<file path="src/rtl/mix_engine_arbiter.sv">
// Round-robin owner of the shared 8x32 mixing datapath: grants one requester at a time,
// then sequences one seed load plus ROUNDS passes of the 22-step stage schedule.
module mix_engine_arbiter #(
    parameter int NUM_REQ = 2,
    parameter int ROUNDS  = 1,
    localparam int IW = $clog2(NUM_REQ),
    localparam int PW = (ROUNDS > 1) ? $clog2(ROUNDS) : 1
) (
    input  logic               clk,
    input  logic               rst_n,
    input  logic [NUM_REQ-1:0] req,
    output logic [NUM_REQ-1:0] gnt,
    output logic               busy,
    output logic               load_en,
    output logic               stage_en,
    output logic [2:0]         stage_sel,
    output logic [4:0]         step_idx,
    output logic [PW-1:0]      pass_idx,
    output logic [NUM_REQ-1:0] done,
    output logic [1:0]         state_dbg
);

    // Handshake: req[i] is a level held by requester i until done[i] pulses; gnt is one-hot
    // for the whole LOAD/RUN span, and req[owner] falling during LOAD/RUN aborts the job
    // without a done pulse. Requests of non-owners are only looked at in IDLE.
    typedef enum logic [1:0] {S_IDLE, S_LOAD, S_RUN, S_DONE} state_t;

    state_t             state, state_d;
    logic [IW-1:0]      owner, owner_d, ptr, winner;
    logic               found;
    logic               owner_req, last_step;
    logic [NUM_REQ-1:0] onehot;
    logic [NUM_REQ-1:0] gnt_d, done_d;
    logic               busy_d, load_en_d, stage_en_d;
    logic [2:0]         sel_d;
    logic [4:0]         step_d;
    logic [PW-1:0]      pass_d;

    assign state_dbg = state;
    assign owner_req = req[owner];
    assign last_step = (step_idx == 5'd21) && (pass_idx == PW'(ROUNDS - 1));

    function automatic logic [2:0] stage_of(input logic [4:0] s);
        if      (s < 5'd2)  return 3'd0;
        else if (s < 5'd4)  return 3'd1;
        else if (s < 5'd6)  return 3'd2;
        else if (s < 5'd14) return 3'd3;
        else if (s < 5'd16) return 3'd4;
        else if (s < 5'd18) return 3'd5;
        else if (s < 5'd20) return 3'd6;
        else                return 3'd7;
    endfunction

    // First requester at or after ptr wins; if none, fall back to the lowest index below ptr.
    always_comb begin
        found  = 1'b0;
        winner = '0;
        for (int j = 0; j < NUM_REQ; j++) begin
            if (!found && req[j] && (IW'(j) >= ptr)) begin
                found  = 1'b1;
                winner = IW'(j);
            end
        end
        for (int j = 0; j < NUM_REQ; j++) begin
            if (!found && req[j]) begin
                found  = 1'b1;
                winner = IW'(j);
            end
        end
    end

    always_ff @(posedge clk or negedge rst_n) begin
        if (!rst_n) begin
            state <= S_IDLE;
            owner <= '0;
            ptr   <= '0;
        end else begin
            state <= state_d;
            owner <= owner_d;
            if (state == S_IDLE && found)
                ptr <= (winner == IW'(NUM_REQ - 1)) ? '0 : winner + IW'(1);
        end
    end

    always_comb begin
        state_d = state;
        case (state)
            S_IDLE:  if (found) state_d = S_LOAD;
            S_LOAD:  state_d = owner_req ? S_RUN : S_IDLE;
            S_RUN: begin
                if (!owner_req)     state_d = S_IDLE;
                else if (last_step) state_d = S_DONE;
            end
            S_DONE:  state_d = S_IDLE;
            default: state_d = S_IDLE;
        endcase
    end

    always_comb begin
        owner_d         = (state == S_IDLE && found) ? winner : owner;
        onehot          = '0;
        onehot[owner_d] = 1'b1;
        gnt_d      = (state_d == S_LOAD || state_d == S_RUN) ? onehot : '0;
        done_d     = (state_d == S_DONE) ? onehot : '0;
        busy_d     = (state_d != S_IDLE);
        load_en_d  = (state_d == S_LOAD);
        stage_en_d = (state_d == S_RUN);
        step_d     = '0;
        pass_d     = '0;
        // Entering RUN from LOAD starts at step 0 / pass 0; counters stay zero outside RUN.
        if (state_d == S_RUN && state == S_RUN) begin
            if (step_idx == 5'd21) begin
                step_d = '0;
                pass_d = pass_idx + PW'(1);
            end else begin
                step_d = step_idx + 5'd1;
                pass_d = pass_idx;
            end
        end
        sel_d = stage_en_d ? stage_of(step_d) : 3'd0;
    end

    always_ff @(posedge clk or negedge rst_n) begin
        if (!rst_n) begin
            gnt       <= '0;
            busy      <= 1'b0;
            load_en   <= 1'b0;
            stage_en  <= 1'b0;
            stage_sel <= '0;
            step_idx  <= '0;
            pass_idx  <= '0;
            done      <= '0;
        end else begin
            gnt       <= gnt_d;
            busy      <= busy_d;
            load_en   <= load_en_d;
            stage_en  <= stage_en_d;
            stage_sel <= sel_d;
            step_idx  <= step_d;
            pass_idx  <= pass_d;
            done      <= done_d;
        end
    end

endmodule
</file>
<file path="config.mk">
export PLATFORM = sky130hd
export DESIGN_NAME = mix_engine_arbiter
export DESIGN_NICKNAME = d
export VERILOG_FILES = /design/src/rtl/mix_engine_arbiter.sv
export SDC_FILE = /design/constraint.sdc
export NUM_CORES = 1
export LEC_CHECK = 0
export ABC_AREA = 1
export CAP_MARGIN = 20
export CORE_UTILIZATION = 51
export CTS_BUF_LIST = sky130_fd_sc_hd__clkbuf_2
export CTS_CLUSTER_DIAMETER = 200
export DETAILED_ROUTE_END_ITERATION = 12
export GPL_ROUTABILITY_DRIVEN = 0
export PLACE_DENSITY = 0.9
export SLEW_MARGIN = 10
export SYNTH_ARGS = -nofsm -noshare
export SYNTH_HDL_FRONTEND = slang
export SYNTH_SLANG_ARGS = --single-unit
</file>
<file path="constraint.sdc">
create_clock -name clk -period 2.26 [get_ports clk]
set_input_delay 0.452 -clock clk [delete_from_list [all_inputs] [get_ports clk]]
set_output_delay 0.452 -clock clk [all_outputs]
set_load 0.02 [all_outputs]
</file>
Word-level counts from Yosys, hierarchy flattened --
Index checks and enable logic that the tools add are counted.
Word-level totals: register bits after elaboration 20, input bits 4, output and inout bits 18, word-level logic and storage cells 82
Operators by class: $add $sub $neg 3, order comparisons 12, equal/unequal tests 8, mux-type cells 32, bitwise gates (word level) 1, reduce and logical (&&, ||, !) cells 15
Operators by type and width (number):
- 2-bit two-way mux | 8
- 5-bit < comparator, second input constant | 3
- 1-bit two-way mux | 15
- 3-bit two-way mux | 5
- 5-bit by 3-bit < comparator with 1-bit output, second input constant | 2
- 5-bit two-way mux | 2
- 1-bit logical AND | 9
- 2-bit == test, second input constant | 4
- 2-bit one-hot mux with 4 select lines | 1
- 5-bit by 1-bit adder with 5-bit output, second input constant | 1
- 5-bit == test, second input constant | 1
- 5-bit by 2-bit < comparator with 1-bit output, second input constant | 1
- 5-bit by 4-bit < comparator with 1-bit output, second input constant | 1
- 2-bit by 1-bit == test with 1-bit output, second input constant | 2
- 1-bit by 2-bit < comparator with 1-bit output, second input constant | 2
- 1-bit zero test | 3
- 1-bit adder, second input constant | 2
- 1-bit >= comparator, first input constant | 2
- 2-bit zero test | 1
- 2-bit != test, second input constant | 1
- 2-bit nonzero test | 1
- 1-bit demux with 1-bit select | 1
- 1-bit >= comparator, second input constant | 1
- 1-bit logical OR | 1
- 1-bit inverter | 1

Longest topological paths before layout --
depth after elaboration 27, gate-level depth with buffers 13, gate-level depth less buffers 13

Worst setup path after synthesis --
No wires, ideal clock.
path type register -> register, start point register step_idx[1], end point register stage_sel[0], data arrival time 2.060 ns, path slack 0.080 ns, cell stages (with the launch flop) 14, path buffers 0, period minus slack after synthesis 2.180 ns, cell sequence dfrtp_1 > inv_1 > ha_1 > nand4_4 > nor2_1 > a21oi_1 > ha_1 > nand3_4 > inv_2 > nand3_1 > nor2_1 > nand3_2 > nand3_2 > a21oi_2
On the way: longest elaborated chain between the ends 17
Ends and longest elaborated chain:
- from (decl) | line 17 | output logic [4:0] step_idx,
- from (signal assigned) | line 139 | step_idx <= step_d;
- 5-bit == test * | line 41 | assign last_step = (step_idx == 5'd21) && (pass_idx == PW'(ROUNDS - 1));
- 1-bit logical AND * | line 41
- 2-bit two-way mux * | line 92 | else if (last_step) state_d = S_DONE;
- 2-bit two-way mux * | line 91 | if (!owner_req) state_d = S_IDLE;
- 2-bit one-hot mux with 4 select lines * | line 87 | case (state)
- 2-bit == test * | line 107 | stage_en_d = (state_d == S_RUN);
- via stage_en_d | line 34 | logic busy_d, load_en_d, stage_en_d;
- 1-bit logical AND | line 111 | if (state_d == S_RUN && state == S_RUN) begin
- (+3 left out)
- 2-bit two-way mux | line 49 | else if (s < 5'd18) return 3'd5;
- 2-bit two-way mux | line 48 | else if (s < 5'd16) return 3'd4;
- 3-bit two-way mux | line 47 | else if (s < 5'd14) return 3'd3;
- 3-bit two-way mux | line 46 | else if (s < 5'd6) return 3'd2;
- 3-bit two-way mux | line 45 | else if (s < 5'd4) return 3'd1;
- 3-bit two-way mux | line 44 | if (s < 5'd2) return 3'd0;
- 3-bit two-way mux * | line 120 | sel_d = stage_en_d ? stage_of(step_d) : 3'd0;
- via sel_d[0] | line 35 | logic [2:0] sel_d;
- to (signal assigned) | line 138 | stage_sel <= sel_d;
- to (decl) | line 16 | output logic [2:0] stage_sel,
Mark *: on every way through the listed nets, which the timed path passes. The rest lies on a longest branch. A chain may end at the register's enable or synchronous reset.

Final worst setup path --
start point input req[0], end point register stage_sel[0]
On the way: longest elaborated chain between the ends 26
Ends and longest elaborated chain:
- from (decl) | line 11 | input logic [NUM_REQ-1:0] req,
- 1-bit logical AND | line 59 | if (!found && req[j] && (IW'(j) >= ptr)) begin
- 1-bit two-way mux | line 59
- 1-bit zero test | line 59
- 1-bit logical AND (2 in series) | line 59
- 1-bit two-way mux | line 59
- 1-bit zero test | line 65 | if (!found && req[j]) begin
- 1-bit logical AND | line 65
- 1-bit two-way mux | line 65
- (+5 left out)
- via state_d[1] | line 28 | state_t state, state_d;
- (+1 left out)
- via stage_en_d | line 34
- (+2 left out)
- via step_d[3] | line 36 | logic [4:0] step_d;
- (+2 left out)
- 2-bit two-way mux | line 49
- 2-bit two-way mux | line 48
- 3-bit two-way mux | line 47
- 3-bit two-way mux | line 46
- 3-bit two-way mux | line 45
- 3-bit two-way mux * | line 44
- 3-bit two-way mux * | line 120
- via sel_d[0] | line 35
Mark *: on every way through the listed nets, which the timed path passes. The rest lies on a longest branch. The select of a mux whose other input is x is not followed.

==> impl_metrics.yaml <==
outcome:
  run_status: "finished, final reports clean"
layout:
  filler_cell_count: 130
  stdcell_count: 170
  synthToLayoutAreaGrowth_pct: 36.93
  final_nets: 156
  layout-drive-gt1-share_pct: 26.21
  multiInputGateArea_um2: 444.2
  regArea_um2: 500.5
  insertedDiodeCount: 0
  fin_area_mm2: 0.001396
setup_path:
  cp_max_fanout: 3
  timing.critical_path.from_type: "primary input"
  timing_worst_setup_path_type: "in -> reg"
  critical_path.slowest_cell: "sky130_fd_sc_hd__clkdlybuf4s50_1"
  setup.worst_path.end_class: "register"
  cp_data_required_time_ns: 2.53
  timing.critical_path.cells: "clkdlybuf4s50_1 -> inv_1 -> o21ai_1 -> nand3_1 -> inv_1 -> ha_2 -> nand3_4 -> inv_2 -> nand2_1 -> nor2_2 -> nand3_2 -> nand3_2 -> a21oi_2"
  critical_path_arrival_ns: 2.37
  timing.critical_path.slowest_cell_delay_ns: 0.50
power_and_ir_drop:
  power_leakage_nw: 0.6776
  power_density_mw_per_mm2: 922.3
  power.ir.vdd_worst_mv: 0.9527
  p_total_mw: 1.288
synthesis:
  synth_area_mm2: 0.001020
  compound_cell_area_share_of_the_yosys_netlist_pct: 5.031
  synth_fp_nets: 120
  synth_top_area_share_pct: 49.08
  simple_logic_cell_fraction_of_the_synthesized_area_pct: 29.33
  syn_area_per_cell_um2: 9.270
  yosysMostFrequentCell: "sky130_fd_sc_hd__dfrtp_1"
  synth-edff-count: 0
  synth_mux_area_share_pct: 0
  synthCells: 110
  ys_dominant_reg_cell: "sky130_fd_sc_hd__dfrtp_1"
  synth_top_cells_by_count: "sky130_fd_sc_hd__dfrtp_1 (20), sky130_fd_sc_hd__inv_1 (17), sky130_fd_sc_hd__nand2_1 (17)"
  yosys.area_share.adder_pct: 7.362
  synth-xor-area-share_pct: 0
  dominant_combinational_cell_family_by_area_after_synthesis: "simple AND/OR/NAND/NOR gates"
  synth-seq-area-share_pct: 49.08
  synth_top_area_cell: "sky130_fd_sc_hd__dfrtp_1"
  netlist-cell-type-count: 21
  ys_async_sr_fraction_pct: 100.0
  synthesis.yosys.warnings: 0
  netlist_top_cells_area: "sky130_fd_sc_hd__dfrtp_1 (49%), sky130_fd_sc_hd__ha_1 (7.4%), sky130_fd_sc_hd__inv_1 (6.3%)"
  yosys_register_bits: 20
global_routing:
  met2_usage_in_global_routing_pct: 47.78
  global_route.peak_usage_layer: "met2"
  grt-ovfl-total: 0
  first_global_vias: 868
  gr-usage-met3_pct: 2.353
  grt_start_max_net_pins: 21
  grt_use_met1_pct: 20.95
  globalRouteTotalUtil_pct: 23.48
  initial_antenna_violation_count: 0
  first_pass_grt_wire_length_um: 3443
placement:
  port-buffer-count: 21
  hpwl_um: 1769
  placed_cell_area_mm2: 0.001325
  place.detailed.instances: 165
sta:
  achievable-frequency_ghz: 0.4757
  rsz_0062_raised_after_global_routing: "no"
  post-route-min-period_ns: 2.102
  fin_worst_skew_ns: 0.02049
  timing_max_transition_violations_final: 0
  worst_rel_slew_slack_pct: 79.97
  final_number_of_setup_violating_endpoints: 0
  final-hold-violation-count: 0
  timing.final.crit_share_pct: 93.01
  timing_worst_slew_pin_value_ns: 0.2985
detailed_routing:
  drt_pass1_iterations: 4
  route.detailed.vias_per_inst: 5.141
  post-route-drc-count: 0
  number_of_nets_still_failing_antenna_checks_after_routing: 0
  routed_wirelength_um: 2375
  drt-initial-drc-count: 19
  detailroute.via_count: 874
  avgRoutedWirePerCell_um: 13.97
die:
  die-area_mm2: 0.002182
  initial_core_util_pct: 56.60
  rows: 15
  die-width_um: 46.72
  pin_count: 22
  floorplan.core_area_mm2: 0.001802
  die-height_um: 46.72
clock_tree:
  cts.path.max_buffers: 2
  cts_htree_levels: 1
  cts_tree: "done"
  clk_transition_reported_paths_ns: 0.21
  cts_root_buf: "sky130_fd_sc_hd__clkbuf_2"
  cts.sink_count: 20
  hold_buffers: 0
  total_cts_buffers: 3
  clk-insertion-delay-late_ns: 0.34
min_path:
  worstHoldPathType: "in -> async"
flow_run:
  cap_violations: 0
==> kinds of logic (layout without fill, tap and decap cells) <==
kind of cell,count (synthesis),in the layout
AO/OA/AOI/OAI,9,9
adder cells (fa/ha/maj),6,6
buffers and inverters,23,58
flip-flops,20,20
AND/OR/NAND/NOR,52,52
==> power breakdown <==
| part | total [mW] | internal [mW] | switching (mW) |
|---|---|---|---|
| combinational | 0.527 | 0.232 | 0.295 |
| sequential | 0.490 | 0.437 | 0.0531 |
| clock | 0.270 | 0.153 | 0.118 |
==> layout by cell type (no fill, tap or decap), types with 4 or more instances in the layout <==
| cell type | instances |
|---|---|
| sky130_fd_sc_hd__buf_4 | 11 |
| sky130_fd_sc_hd__clkdlybuf4s50_1 | 21 |
| sky130_fd_sc_hd__dfrtp_1 | 20 |
| sky130_fd_sc_hd__ha_1 | 4 |
| sky130_fd_sc_hd__inv_1 | 17 |
| sky130_fd_sc_hd__inv_2 | 5 |
| sky130_fd_sc_hd__nand2_1 | 17 |
| sky130_fd_sc_hd__nand3_1 | 7 |
| sky130_fd_sc_hd__nand4_1 | 4 |
| sky130_fd_sc_hd__nor2_1 | 9 |
| sky130_fd_sc_hd__nor2_2 | 4 |
==> worst max-delay path: cells and delay by family <==
kind / cells / cell delay [ns]
buffers and inverters: 4 / 0.78
adders and majority gates: 1 / 0.22
AOI/OAI and AO/OA: 2 / 0.22
and+or+nand+nor: 6 / 0.70
==> per-layer routing <==
metal | share of wire [%] | wire [um]
met5 | 0 | 0
met3 | 2.9 | 70
met1 | 37 | 868
met4 | 3.5 | 84
met2 | 57 | 1351
==> worst paths after layout <==
| kind | to | cells after the start | startpoint | slack, ns |
|---|---|---|---|---|
| hold reg to reg | ptr | 2 | ptr | 0.59 |
| max in group asynchronous | stage_en | 2 | rst_n | 1.62 |
| setup reg to reg | stage_sel[0] | 13 | step_idx[1] | 0.17 |
| setup / recovery | stage_sel[0] | 13 | req[0] | 0.16 |
| min in group clk | ptr | 2 | ptr | 0.59 |
| hold / removal | gnt[0] | 2 | rst_n | 0.41 |
==> state kept, by name (all words and copies together), names as in the netlist <==
name and count:
busy 1, done 2, gnt 2, load_en 1, owner 1, pass_idx 1, ptr 1, stage_en 1
stage_sel 3, state_dbg 2, step_idx 5
==> timing repair <==
item,CTS,global route
gates resized for setup,0,7
setup endpoints to repair,0,3
buffers inserted,0,1
==> through the flow <==
stage | hold WS (ns) | setup slack [ns] | utilization, % | TNS (ns)
3_5_place_dp | 0.5587 | -0.2603 | 73.54 | -0.6752
3_3_place_gp | 0.5313 | -0.09839 | 73.54 | -0.1418
4_1_cts | 0.4339 | 0.03549 | 76.04 | 0
5_1_grt | 0.4241 | 0.001111 | 77.50 | 0
6_report | 0.4081 | 0.1579 | 77.50 | 0
2_1_floorplan | 0.1564 | 0.08050 | - | 0
==> area by class of cell <==
cell class              instances  area share [%]
flip-flops and latches         20           35.84
multi-input cells              67           31.81
repair buffers                 32           20.97
inverters                      22           5.914
well taps                      25           2.240
clock inverters                 1           2.151
clock buffers                   3           1.075
(Power assumes the default switching activity.)
==> RTL edit: new RTL, same flow settings <==
Reset style: synchronous (`rst_n`), changed in 2 clocked blocks.
--- a/src/rtl/mix_engine_arbiter.sv
+++ b/src/rtl/mix_engine_arbiter.sv
@@ -69,7 +69,7 @@
         end
     end
 
-    always_ff @(posedge clk or negedge rst_n) begin
+    always_ff @(posedge clk) begin
         if (!rst_n) begin
             state <= S_IDLE;
             owner <= '0;
@@ -120,7 +120,7 @@
         sel_d = stage_en_d ? stage_of(step_d) : 3'd0;
     end
 
-    always_ff @(posedge clk or negedge rst_n) begin
+    always_ff @(posedge clk) begin
         if (!rst_n) begin
             gnt       <= '0;
             busy      <= 1'b0;
Formal check against the unedited RTL: differs if rst_n is asserted again (counterexample within 4 cycles, from zero or initial values and one cycle with rst_n low); with rst_n held inactive, the same outputs for 10 cycles.
==> RTL edit against the unedited design <==
  * Worst setup slack got worse by 0.089 ns
  * Sequential cell count did not move
  * Synthesized cell count rose by 8.2%
  * Non-clock buffer count rose by 4
  * Sequential share of layout area fell by 6.3 points
  * Global-route usage rose by 1.2 points
  * Final area fell by 2.1%
  * Register-to-register slack got worse by 0.10 ns
  * Synthesized area fell by 7.1%
  * Wire length fell by 1.5%
Power is not compared: it rests on default switching activity, and its combinational part moved more than twofold at a synthesized area within 25%.
==> RTL edit: results (changes against the unedited design) <==
| Metric | Value |
|---|---|
| Hold Worst Slack | `0.486 ns (+0.0776 ns)` |
| Dpl cell area | `1270 um2 (-4.1%)` |
| Met3 Use GR | `4.00% (+1.6 points)` |
| GRT met1 Usage | `24.6% (+3.6 points)` |
| Met3 wire len | `102 um (+46%)` |
| Min-Delay Path Class | `reg -> reg` |
| Post-Syn Nets | `129 (+7.5%)` |
| Met2 GRT Util | `47.8% (+0.048 points)` |
| Final min period | `2.19 ns (+0.0888 ns)` |
| Vias in the first global route | `934 (+7.6%)` |
| DRT iter0 DRCs | `23 (+4)` |
| IO buf count | `21 (unchanged)` |
| Crit Reg-Reg Startpoint | `step_idx[1]` |
| Relative slew slack | `72.7% (-7.2 points)` |
| Mapped Cells | `119 (+8.2%)` |
| Synth Area in Adders | `7.93% (+0.56 points)` |
| DR vias/cell | `5.14 (about the same)` |
| Setup Fix Bufs, Post-CTS | `1 (+1)` |
| R2R depth | `16 (+3)` |
| Hpwl dp | `1640 um (-7.1%)` |
| Metal-1 WL | `850 um (-2.1%)` |
| Status | `completed` |
| Area Overhead vs Synth | `44.4%` |
| Vias | `936 (+7.1%)` |
| Largest fanout on the critical path | `4 (+1)` |
| Clock Skew | `0.00821 ns (-0.0123 ns)` |
| Crit path kind | `reg -> reg` |
| Total GRT Usage | `24.7% (+1.2 points)` |
| Xor/xnor cell area share of the yosys netlist | `1.72% (+1.7 points)` |
| Top post-synthesis cells by count | `dfxtp_1 (20), nand2_1 (19), inv_1 (17)` |
| Layout Nets | `168 (+7.7%)` |
| Filler cell count | `118 (-9.2%)` |
| Critical path data arrival time | `2.45 ns (+0.08 ns)` |
| Setup WS pre-CTS | `-0.198 ns (+0.0623 ns)` |
| Top post-synthesis cells by area | `dfxtp_1 (42%), ha_1 (7.9%), nand2_1 (7.5%)` |
| Clk_lat worst skew | `0.32 ns (-0.02 ns)` |
| Synth unique cells | `23 (+9.5%)` |
| Largest net degree at the start of global routing | `14 (-33%)` |
| Layout cell share with drive strength beyond 1 | `28.7% (+2.5 points)` |
| Placed instance count | `176 (+6.7%)` |
| Part of the Yosys area used for sequential elements | `42.3% (-6.8 points)` |
| Hold Startpoint | `ptr` |
| Wire per inst | `12.9 um (-8.0%)` |
| First-pass GRT wire length | `3620 um (+5.0%)` |
RTL edit: area by class of cell:
type / instances / share of cell area, %
Clock buffer: 3 / 1.10
Clock inverter: 1 / 2.20
Inverter: 22 / 6.04
Multi-Input combinational cell: 75 / 35.2
Sequential cell: 20 / 29.6
Tap cell: 25 / 2.29
Timing Repair Buffer: 36 / 23.6
RTL edit: worst max-delay path, stage by stage (launching register included):
cell and delay (ns):
dfxtp_4 0.39, inv_1 0.05, ha_2 0.17, nand4_1 0.15, nor2_2 0.15, nand4_1 0.13, nand2_2 0.11, inv_2 0.05
ha_4 0.17, nand3_4 0.08, inv_1 0.07, buf_4 0.14, nand2_1 0.08, nor2_1 0.05, nand3_1 0.10, nand3_1 0.08
a21oi_1 0.15
RTL edit: cell families (layout without fill, tap and decap cells):
group           after synthesis  after routing
fa+ha+maj                     6              6
simple gates                 60             60
compound gates                8              8
flops                        20             20
xor+xnor                      1              1
buf+inv                      24             62
